==> src/rtl/onebit_pkg.sv <==
// Shared types and constants for the one-bit toggle CPU run controller.
package onebit_pkg;

  typedef enum logic [1:0] {
    IDLE,
    RUN,
    CAPTURE,
    DONE
  } run_state_t;

  localparam int PROG_DEPTH = 2;

endpackage

==> src/rtl/onebit_prog_store.sv <==
// Two-entry, one-bit instruction store with a single write port and a combinational read port.
module onebit_prog_store
  import onebit_pkg::*;
(
  input  logic clock,
  input  logic reset,
  input  logic we,
  input  logic waddr,
  input  logic wdata,
  input  logic raddr,
  output logic rdata
);

  logic [PROG_DEPTH-1:0] prog;

  always_ff @(posedge clock) begin
    if (!reset) begin
      prog <= '0;
    end else if (we) begin
      prog[waddr] <= wdata;
    end
  end

  assign rdata = prog[raddr];

endmodule

==> src/rtl/onebit_run_ctrl.sv <==
// Run controller: owns the core's program, releases the core from reset for N steps,
// then captures its accumulator and parks it back in reset.
module onebit_run_ctrl
  import onebit_pkg::*;
#(
  parameter int LEN_W = 8
) (
  input  logic             clock,
  input  logic             reset,
  input  logic             prog_we,
  input  logic             prog_addr,
  input  logic             prog_wdata,
  input  logic             start,
  input  logic [LEN_W-1:0] run_len,
  input  logic             abort,
  output logic             busy,
  output logic             done,
  output logic             result,
  output logic             wr_err,
  output logic             cpu_rst_n,
  input  logic             cpu_addr,
  input  logic             cpu_a,
  output logic             cpu_data
);

  run_state_t       state, stateNext;
  logic [LEN_W-1:0] counter, counterNext;
  logic             cpuRstNext, resultNext, wrErrNext, progWrite;

  onebit_prog_store progStore (
    .clock (clock),
    .reset (reset),
    .we    (progWrite),
    .waddr (prog_addr),
    .wdata (prog_wdata),
    .raddr (cpu_addr),
    .rdata (cpu_data)
  );

  assign busy = (state == RUN) || (state == CAPTURE);
  assign done = (state == DONE);

  always_ff @(posedge clock) begin
    if (!reset) begin
      state     <= IDLE;
      counter   <= '0;
      cpu_rst_n <= 1'b0;
      result    <= 1'b0;
      wr_err    <= 1'b0;
    end else begin
      state     <= stateNext;
      counter   <= counterNext;
      cpu_rst_n <= cpuRstNext;
      result    <= resultNext;
      wr_err    <= wrErrNext;
    end
  end

  // The core still steps on the edge that leaves RUN, so dropping its reset there gives exactly N steps.
  always_comb begin
    stateNext   = state;
    counterNext = counter;
    cpuRstNext  = cpu_rst_n;
    resultNext  = result;
    progWrite   = 1'b0;
    wrErrNext   = prog_we && busy;
    case (state)
      IDLE, DONE: begin
        progWrite = prog_we;
        if (start) begin
          counterNext = run_len;
          if (run_len != '0) begin
            stateNext  = RUN;
            cpuRstNext = 1'b1;
          end else begin
            stateNext  = CAPTURE;
            cpuRstNext = 1'b0;
          end
        end
      end
      RUN: begin
        if (abort) begin
          stateNext  = IDLE;
          cpuRstNext = 1'b0;
        end else begin
          counterNext = counter - LEN_W'(1);
          if (counter == LEN_W'(1)) begin
            stateNext  = CAPTURE;
            cpuRstNext = 1'b0;
          end
        end
      end
      CAPTURE: begin
        cpuRstNext = 1'b0;
        if (abort) begin
          stateNext = IDLE;
        end else begin
          resultNext = cpu_a;
          stateNext  = DONE;
        end
      end
      default: begin
        stateNext  = IDLE;
        cpuRstNext = 1'b0;
      end
    endcase
  end

endmodule

==> config.mk <==
export PLATFORM = sky130hd
export DESIGN_NAME = onebit_run_ctrl
export DESIGN_NICKNAME = d
export VERILOG_FILES = /design/src/rtl/onebit_pkg.sv /design/src/rtl/onebit_prog_store.sv /design/src/rtl/onebit_run_ctrl.sv
export SDC_FILE = /design/constraint.sdc
export NUM_CORES = 1
export LEC_CHECK = 0
export CAP_MARGIN = 10
export CORE_UTILIZATION = 52
export DETAILED_ROUTE_END_ITERATION = 10
export GPL_TIMING_DRIVEN = 0
export MAX_ROUTING_LAYER = met4
export PLACE_DENSITY = 0.88
export SYNTH_ARGS = -nofsm -noshare
export SYNTH_HDL_FRONTEND = slang
export SYNTH_SLANG_ARGS = --single-unit
export TNS_END_PERCENT = 1
==> constraint.sdc <==
create_clock -name clock -period 3.44 [get_ports clock]
set_clock_uncertainty 0.2 [all_clocks]
set_input_delay 0.688 -clock clock [delete_from_list [all_inputs] [get_ports clock]]
set_output_delay 0.688 -clock clock [all_outputs]
set_load 0.01 [all_outputs]
== After elaboration in Yosys (flattened, before gate mapping) ==
Index checks and enable logic that the tools add are counted.

* Add/sub/neg operators: 1
* Multipliers: 0
* Div/mod/pow operators: 0
* Order comparisons: 3
* Eq/ne operators: 7
* Shift-type cells: 0
* Multiplexer cells: 20
* Bitwise logic cells: 1
* Reductions and logical operators: 10

{| class="wikitable"
|+ Operators by type and width
! cell !! number
|-
| $mux 8 || 2
|-
| $pmux 8 s2 || 1
|-
| $mux 2 || 5
|-
| $eq 8x1->1 const B || 1
|-
| $mux 1 || 8
|-
| $reduce_bool 8->1 || 1
|-
| $sub 8x1->8 const B || 1
|-
| $pmux 2 s3 || 1
|-
| $eq 2x2->1 const B || 2
|-
| $lt 1x2->1 const B || 2
|-
| $ne 2x2->1 const B || 2
|-
| $reduce_and 2->1 || 2
|-
| $ne 3x2->1 const B || 1
|-
| $pmux 1 s3 || 1
|-
| $reduce_and 3->1 || 1
|-
| $bwmux 2 || 1
|-
| $eq 2x1->1 const B || 1
|-
| $logic_and 1x1->1 || 2
|-
| $logic_not 2->1 || 1
|-
| $reduce_bool 2->1 || 1
|-
| $reduce_or 2->1 || 1
|-
| $demux 1 s1 || 1
|-
| $ge 1x1->1 const B || 1
|-
| $logic_or 1x1->1 || 1
|-
| $not 1->1 || 1
|}

* Flip-flop bits (word level): 15
* Bits in latches: 0
* Bits in writable memories: 0
* Bits in read-only memories: 0
* Input port bits: 17
* Word-level logic and storage cells: 48
* Memories kept: 0

== Logic depth before layout (Yosys ltp) ==
* Depth in word-level cells: 5
* Gate-level depth with buffers: 8

== Hierarchy ==
A second synthesis with hierarchy kept.

* Cells, all modules: 110
* Area, all modules: 934.6 um2

{| class="wikitable"
|+ Modules (own cells, without submodules)
! module !! times used !! cells each !! area each (um2)
|-
| onebit_run_ctrl || 1 || 100 || 832.0
|-
| onebit_prog_store || 1 || 10 || 102.6
|}

== Worst setup path before layout ==
Ideal clock, no wire load.

* Path kind: reg-to-reg
* From: reg state[0]
* To: reg counter[1]
* Setup time: 0.124 ns
* Arrival: 1.692 ns
* Data required time: 3.116 ns
* Path slack: 1.424 ns
* Cell stages (with the launch flop): 9
* Path buffers: 2
* Cell sequence: dfxtp_1 -> inv_1 -> ha_1 -> buf_6 -> nor2b_4 -> or3_4 -> buf_6 -> a211oi_2 -> a211oi_1

* Word-level cells in the longest chain between the ends: 4
* Elaborated cells on any way between the ends: 9
* Those cells by class: 4 x eq/ne; 1 x mux; 4 x reduce/logical

{| class="wikitable"
|+ Ends and longest elaborated chain
! item !! line !! source
|-
| start: declaration || onebit_run_ctrl.sv:26 || <nowiki>run_state_t state, stateNext;</nowiki>
|-
| start signal: assignment || onebit_run_ctrl.sv:51 || <nowiki>state <= stateNext;</nowiki>
|-
| $eq 2x2->1 or $logic_not 2->1 (tied branches) || onebit_run_ctrl.sv:67 || <nowiki>case (state)</nowiki>
|-
| $reduce_or 2->1 || onebit_run_ctrl.sv:67 ||
|-
| $ne 2x2->1 (no line) or $reduce_bool 2->1 (tied branches) || n/a ||
|-
| $reduce_and 3->1 (no line) || n/a ||
|-
| end signal: assignment || onebit_run_ctrl.sv:52 || <nowiki>counter <= counterNext;</nowiki>
|-
| end: declaration || onebit_run_ctrl.sv:27 || <nowiki>logic [LEN_W-1:0] counter, counterNext;</nowiki>
|}

Several ways; a longest one is shown, not always the timed one.
A chain may end at the register's enable or synchronous reset.

== Final worst setup path ==
* From: in cpu_addr
* To: out cpu_data

* Word-level cells in the longest chain between the ends: 2

{| class="wikitable"
|+ Ends and longest elaborated chain
! item !! line !! source
|-
| start: declaration || onebit_run_ctrl.sv:21 || <nowiki>input logic cpu_addr,</nowiki>
|-
| $mux 1 (not written as such) (2 in a row) || onebit_prog_store.sv:24 || <nowiki>assign rdata = prog[raddr];</nowiki>
|-
| end: declaration || onebit_run_ctrl.sv:23 || <nowiki>output logic cpu_data</nowiki>
|}

No other way between the ends. The select of a mux whose other input is x is not followed.

==> qor.yml <==
setup_path:
  required_ns: 2.55
  critPathBufInv: 2
  worstSetupPathType: "in2out"
  worst_setup_path_end_kind: "output pin"
  arrival_ns: 1.95
  slowest_delay_ns: 0.47
  rr_startpoint: "state[0]$_SDFFE_PN0P_"
  r2r_end: "counter[1]$_SDFFE_PN0P_"
  crit_path_cell_trace: "clkdlybuf4s50_1, mux2_2, clkdlybuf4s50_1"
  r2r_setup_slack_ns: 1.31
  slowest_stage: "clkdlybuf4s50_1"
  critPathTopFamily: "buffers and inverters"
  cp-start-kind: "primary input"
  reg2reg_depth: 8
  crit_top_cell: "clkdlybuf4s50_1"
  worstPathMaxFanout: 1
min_path:
  whs_path_depth: 2
  hp-class: "reg2reg"
  hold_start: "cpu_rst_n$_SDFFE_PN0P_"
  min_to: "cpu_rst_n$_SDFFE_PN0P_"
timing:
  finalHoldViolations: 0
  slew_headroom_pct: 52.3
  period_needed_ns: 2.84
  finalMaxSlewViolations: 0
  fin_crit_sh_pct: 82.5
  grt_setup_unrepaired: "false"
  worst_slew_pin_slew_ns: 0.710
  clock.fmax_ghz: 0.352
  finalSetupTns_ns: 0
  setup_violations: 0
grt:
  met3_usage_pct: 5.71
  grt_pass1_vias: 843
  grt_use_total_pct: 24.9
  grt_busiest_layer: "met2"
  grtUsageMet1_pct: 29.2
  met2_usage_pct: 38.5
  grt_pass1_wl_um: 3480
  grt_start_max_net_pins: 11
  antenna_found_initial: 0
  grt_overflow: 0
clock_tree:
  h-tree-depth: 1
  clk_pin_slew_worst_paths_ns: 0.08
  numCtsBuffers: 3
  ctsHoldBuffers: 0
  ctsResizeCount: 0
  cts_tree: "built"
  post-cts-setup-buffers: 0
  cts.path.max_buffers: 2
  root_buffer: "clkbuf_4"
  clkLatencyLatePin_ns: 0.30
  clock-sinks: 15
detailed_routing:
  routed-via-count: 939
  ant_nets: 0
  drtPass1Iterations: 4
  drc: 0
  totalWireLength_um: 2200
  drt_iter0_markers: 21
  wl_per_cell_um: 13.3
  viasPerCell: 5.66
power:
  finalPower_uw: 837
  power.internal_uw: 481
  switching_share_pct: 42.5
  power_frac_comb_pct: 54.6
  p_leak_uw: 0.000491
  power.switching_uw: 356
  seq_power_share_pct: 33.0
  clockPowerShare_pct: 12.4
  p_per_area_mw_per_mm2: 690
  ir_worst_vdd_v: 0.000332
synth:
  synth_most_common_cell: "nor2_1"
  netlist_top_cells_area: "dfxtp_1 (32%), nor2_1 (7.2%), ha_1 (6.6%)"
  synthArstFlopShare_pct: 0
  syn_nets: 138
  synthCells: 116
  yosysSeqAreaShare_pct: 31.8
  syn_area_um2: 945
  yosys_warnings: 0
  synth_edf_count: 0
  synth_ff_type: "dfxtp_1"
  syn_area_per_cell_um2: 8.14
  yosys.area.top_type: "dfxtp_1"
  synth.top_cell.area_share_pct: 31.8
  synthTopCellsByCount: "nor2_1 (18), dfxtp_1 (15), a21oi_1 (10), nand2_1 (9), inv_1 (7)"
  synth.lib_cells_used.distinct: 39
  ys_seq_elements: 15
floorplanning:
  die_area_mm2: 0.00199
  coreArea_mm2: 0.00171
  initial_core_util_pct: 55.3
  dieWidth_um: 44.6
  die_y_um: 44.6
  io_pins: 23
  num_rows: 15
layout:
  n_antenna_cell: 0
  drive_gt1_share_pct: 11.3
  area_delta_synth_final_pct: 28.5
  nets: 164
  fillers: 143
  stdcell_area_mm2: 0.00121
outcome:
  status: "completed"
placement:
  portBuffers: 21
  routabilityCongestion: 0.870
  post_dp_cell_area_mm2: 0.00119
  dp_hpwl_um: 1620
flow_run:
  cap_violations: 0
-- state kept, by name, summed over array words and instances, names as in the netlist --
signal	count
wr_err	1
progStore.prog	2
counter	8
cpu_rst_n	1
result	1
state	2
-- stage by stage --
stage          utilization, %  setup WS (ns)  cells  hold WS, ns
2_1_floorplan               -           1.42    116        0.256
3_3_place_gp             69.5          0.606    162        0.268
3_5_place_dp             69.5          0.595    162        0.283
4_1_cts                  71.1          0.591    166        0.302
5_1_grt                  71.1          0.563    166        0.335
6_report                 71.1          0.602    166        0.291
-- worst max-delay path by stage --
| stage | start | cells past startpoint | slack (ns) | to |
|---|---|---|---|---|
| after floorplan | state[0]$_SDFFE_PN0P_ | 8 | 1.42 | counter[1]$_SDFFE_PN0P_ |
| after global placement | cpu_addr | 3 | 0.61 | cpu_data |
| after detailed placement | cpu_addr | 3 | 0.59 | cpu_data |
| after CTS | cpu_addr | 3 | 0.59 | cpu_data |
| after global routing | cpu_addr | 3 | 0.56 | cpu_data |
| final | cpu_addr | 3 | 0.60 | cpu_data |
-- kinds of logic after synthesis --
family,share of synthesized area (%)
compound gates,23.7
fa+ha+maj,6.62
buf+inv,6.36
flops,31.8
mux,5.56
simple gates,26.0
-- layout make-up --
cell class | instances | area [um2] | share of cell area, %
multi-input combinational | 89 | 584 | 48.1
sequential | 15 | 300 | 24.7
timing repair buffer | 21 | 210 | 17.3
buffer | 5 | 33.8 | 2.78
tap | 25 | 31.3 | 2.58
inverter | 7 | 26.3 | 2.16
clock buffer | 3 | 22.5 | 1.86
clock inverter | 1 | 5.00 | 0.412
-- routing by layer --
layer / routed length [um] / vias to the layer above
met3: 159 / 5
met1: 962 / 422
li1: - / 469
met5: 0 / -
met2: 1030 / 43
met4: 45 / 0
-- worst reg2reg max path, delay by kind of cell, from the launching register on --
kind	cells	cell delay [ns]
buf+inv	3	0.36
flops	1	0.37
compound gates	2	0.27
fa+ha+maj	1	0.30
simple gates	2	0.53
-- cell usage in the layout (no fill, tap or decap), drive strengths merged, types with 2 or more instances in the layout --
cell	instances
clkdlybuf4s50	21
nor2	19
dfxtp	15
a21oi	10
nand2	9
inv	7
o21ai	7
clkbuf	6
ha	5
nor2b	4
nor3	3
mux2i	3
nor4	3
buf	2
mux2	2
nand2b	2
a31oi	2
nand3	2
o221a	2
a211oi	2
-- power by group through the flow --
stage          Combinational [uW]  Clock [uW]  Sequential, uW
2_1_floorplan                 337           0             270
3_3_place_gp                  440           0             275
3_5_place_dp                  451           0             279
4_1_cts                       454         109             275
5_1_grt                       501         118             283
6_report                      457         104             276
No activity file was read; power rests on OpenSTA's default activity.
==> edit (same flow settings) <==
Make the reset (`reset`) asynchronous in 2 clocked blocks.
--- a/src/rtl/onebit_prog_store.sv
+++ b/src/rtl/onebit_prog_store.sv
@@ -13,7 +13,7 @@
 
   logic [PROG_DEPTH-1:0] prog;
 
-  always_ff @(posedge clock) begin
+  always_ff @(posedge clock or negedge reset) begin
     if (!reset) begin
       prog <= '0;
     end else if (we) begin
--- a/src/rtl/onebit_run_ctrl.sv
+++ b/src/rtl/onebit_run_ctrl.sv
@@ -40,7 +40,7 @@
   assign busy = (state == RUN) || (state == CAPTURE);
   assign done = (state == DONE);
 
-  always_ff @(posedge clock) begin
+  always_ff @(posedge clock or negedge reset) begin
     if (!reset) begin
       state     <= IDLE;
       counter   <= '0;
Formal check against the unedited RTL: differs if reset is asserted again (counterexample within 4 cycles, from zero or initial values and one cycle with reset low); with reset held inactive, the same outputs for 10 cycles.
==> edit against the original RTL <==
- the run now ends with DRC left
- total power is 37% higher
- sequential power is 27% higher
- cell area is 3.1% lower
- sequential cell count did not move
- routed wire length is 4.8% lower
- utilization increased by 3.5 points
- worst setup slack improved by 0.0033 ns
- sequential share of layout area rose by 7.2 points
- synthesized area down 3.7%
- via count is 7.5% lower
- cell count shrank 16%
- critical endpoint unchanged
- highest routed layer unchanged
==> edit: results (changes against the original RTL) <==
Outcome:
- The run finished, with violations left.
- The checks that failed: DRC.

Place:
- The worst slack after detailed placement came to 0.602 ns (+0.00759 ns).
- The estimated wirelength of the detail-placed design is 1560 um (-4.2%).
- The number of input and output port buffers inserted is 22 (+4.8%).
- The post-detailed-placement cell area is 1150 sq um (-3.1%).
- The routability congestion estimate is 0.849 (-2.5%).

Clock network:
- The number of gates resized after CTS came to 0 (unchanged).

Routing:
- In this run the top signal layer used is met4.
- The routed wirelength normalized by instance count is 15.0 um (+13%).
- The met2 wire length came to 1060 um (+2.9%).
- The detailed-router iteration count before antenna repair came to 7 (+3).
- The routed metal-1 wire length is 845 um (-12%).
- The total via count after detailed routing is 869 (-7.5%).
- The remaining design rule violation count was 1 (+1).

Synthesis:
- Counting instances in the post-synthesis netlist gives the leading cell types as sky130_fd_sc_hd__dfrtp_1, sky130_fd_sc_hd__a21oi_1, sky130_fd_sc_hd__inv_1, sky130_fd_sc_hd__nor2_1, sky130_fd_sc_hd__o21ai_0.
- The sequential fraction of the synthesis area is 0.413 (+0.0948).
- The synthesized net count was 120 (-13%).
- The async set-or-reset flop fraction in the synthesized netlist is 1.00 (+1.00).
- The synthesized-area fraction occupied by ao, oa, aoi and oai cells is 0.184 (-0.0528).
- The distinct cell type count of the synthesized netlist is 28 (-28%).
- The most frequently used flop master after synthesis is sky130_fd_sc_hd__dfrtp_1.
- Ranked by total cell area, the synthesized netlist is headed by sky130_fd_sc_hd__dfrtp_1, sky130_fd_sc_hd__mux2_2, sky130_fd_sc_hd__ha_1.
- The xor-xnor portion of the synthesized cell area is 0 (unchanged).
- The share of cell area taken by muxes after synthesis is 0.0963 (+0.0407).
- The post-synthesis adder-cell area fraction was 0.0688 (+0.00255).

Power:
- The maximum ir drop on the vdd rail is 0.611 mV (+84%).
- The internal power consumption is 0.647 mW (+34%).

Cells and area:
- The number of nets in the layout is 147 (-10%).
- The proportion of layout cells with a drive suffix above 1 is 0.0968 (-0.0167).

STA:
- The actual transition at the worst max-transition pin was 0.698 ns (-0.0114 ns).

GRT:
- The maximum number of pins on one net before global-route repair is 16 (+5).
- The number of global-route vias before repair is 843 (unchanged).
- The global routing usage on met1 is 0.280 (-0.0117).
- The global routing met2 resource utilization is 0.448 (+0.0625).

Job:
- The number of max-cap violations is 0 (unchanged).
==> edit: cell count changes after synthesis, sizes merged, moves of 3 or more <==
cell / unedited run / this run
dfrtp: 0 / 15
dfxtp: 15 / 0
nor2: 19 / 7
mux2: 2 / 6
o22a: 0 / 4
clkbuf: 3 / 0
nand2: 9 / 6
==> edit: cell type report <==
class / count / area (sq um)
Multi-Input combinational cell: 74 / 499
Fill cell: 109 / 400
Sequential cell: 15 / 375
Timing Repair Buffer: 22 / 220
Clock buffer: 4 / 26.3
Inverter: 7 / 26.3
Tap cell: 16 / 20.0
Buffer: 2 / 8.76
==> edit: path summary, 6_finish.rpt <==
check	to	startpoint	slack, ns	cells past startpoint
worst max-delay path	cpu_data	cpu_addr	0.61	3
worst min-delay path	result	result	0.31	1
worst max register to register	counter[0]	state[0]	1.30	6
worst min register to register	result	result	0.31	1
max in group asynchronous	counter[0]	reset	2.00	1
min in group asynchronous	counter[6]	reset	0.60	1
==> edit: stage by stage <==
step | instances | utilization
global placement | 136 | 0.729
CTS | 140 | 0.746
global route | 140 | 0.746
finish | 140 | 0.746
detailed placement | 136 | 0.729
floorplan | 98 | -
==> edit: power by group through the flow <==
stage | Combinational [mW] | Clock, mW | Sequential [mW]
after global placement | 0.650 | 0 | 0.345
final | 0.685 | 0.108 | 0.350
after global routing | 0.764 | 0.115 | 0.363
after CTS | 0.684 | 0.110 | 0.348
after floorplan | 0.470 | 0 | 0.342
after detailed placement | 0.682 | 0 | 0.352
==> edit: worst max-delay path: stages <==
cell and delay (ns):
sky130_fd_sc_hd__clkdlybuf4s50_1 0.46, sky130_fd_sc_hd__mux2_2 0.32, sky130_fd_sc_hd__clkdlybuf4s50_1 0.47
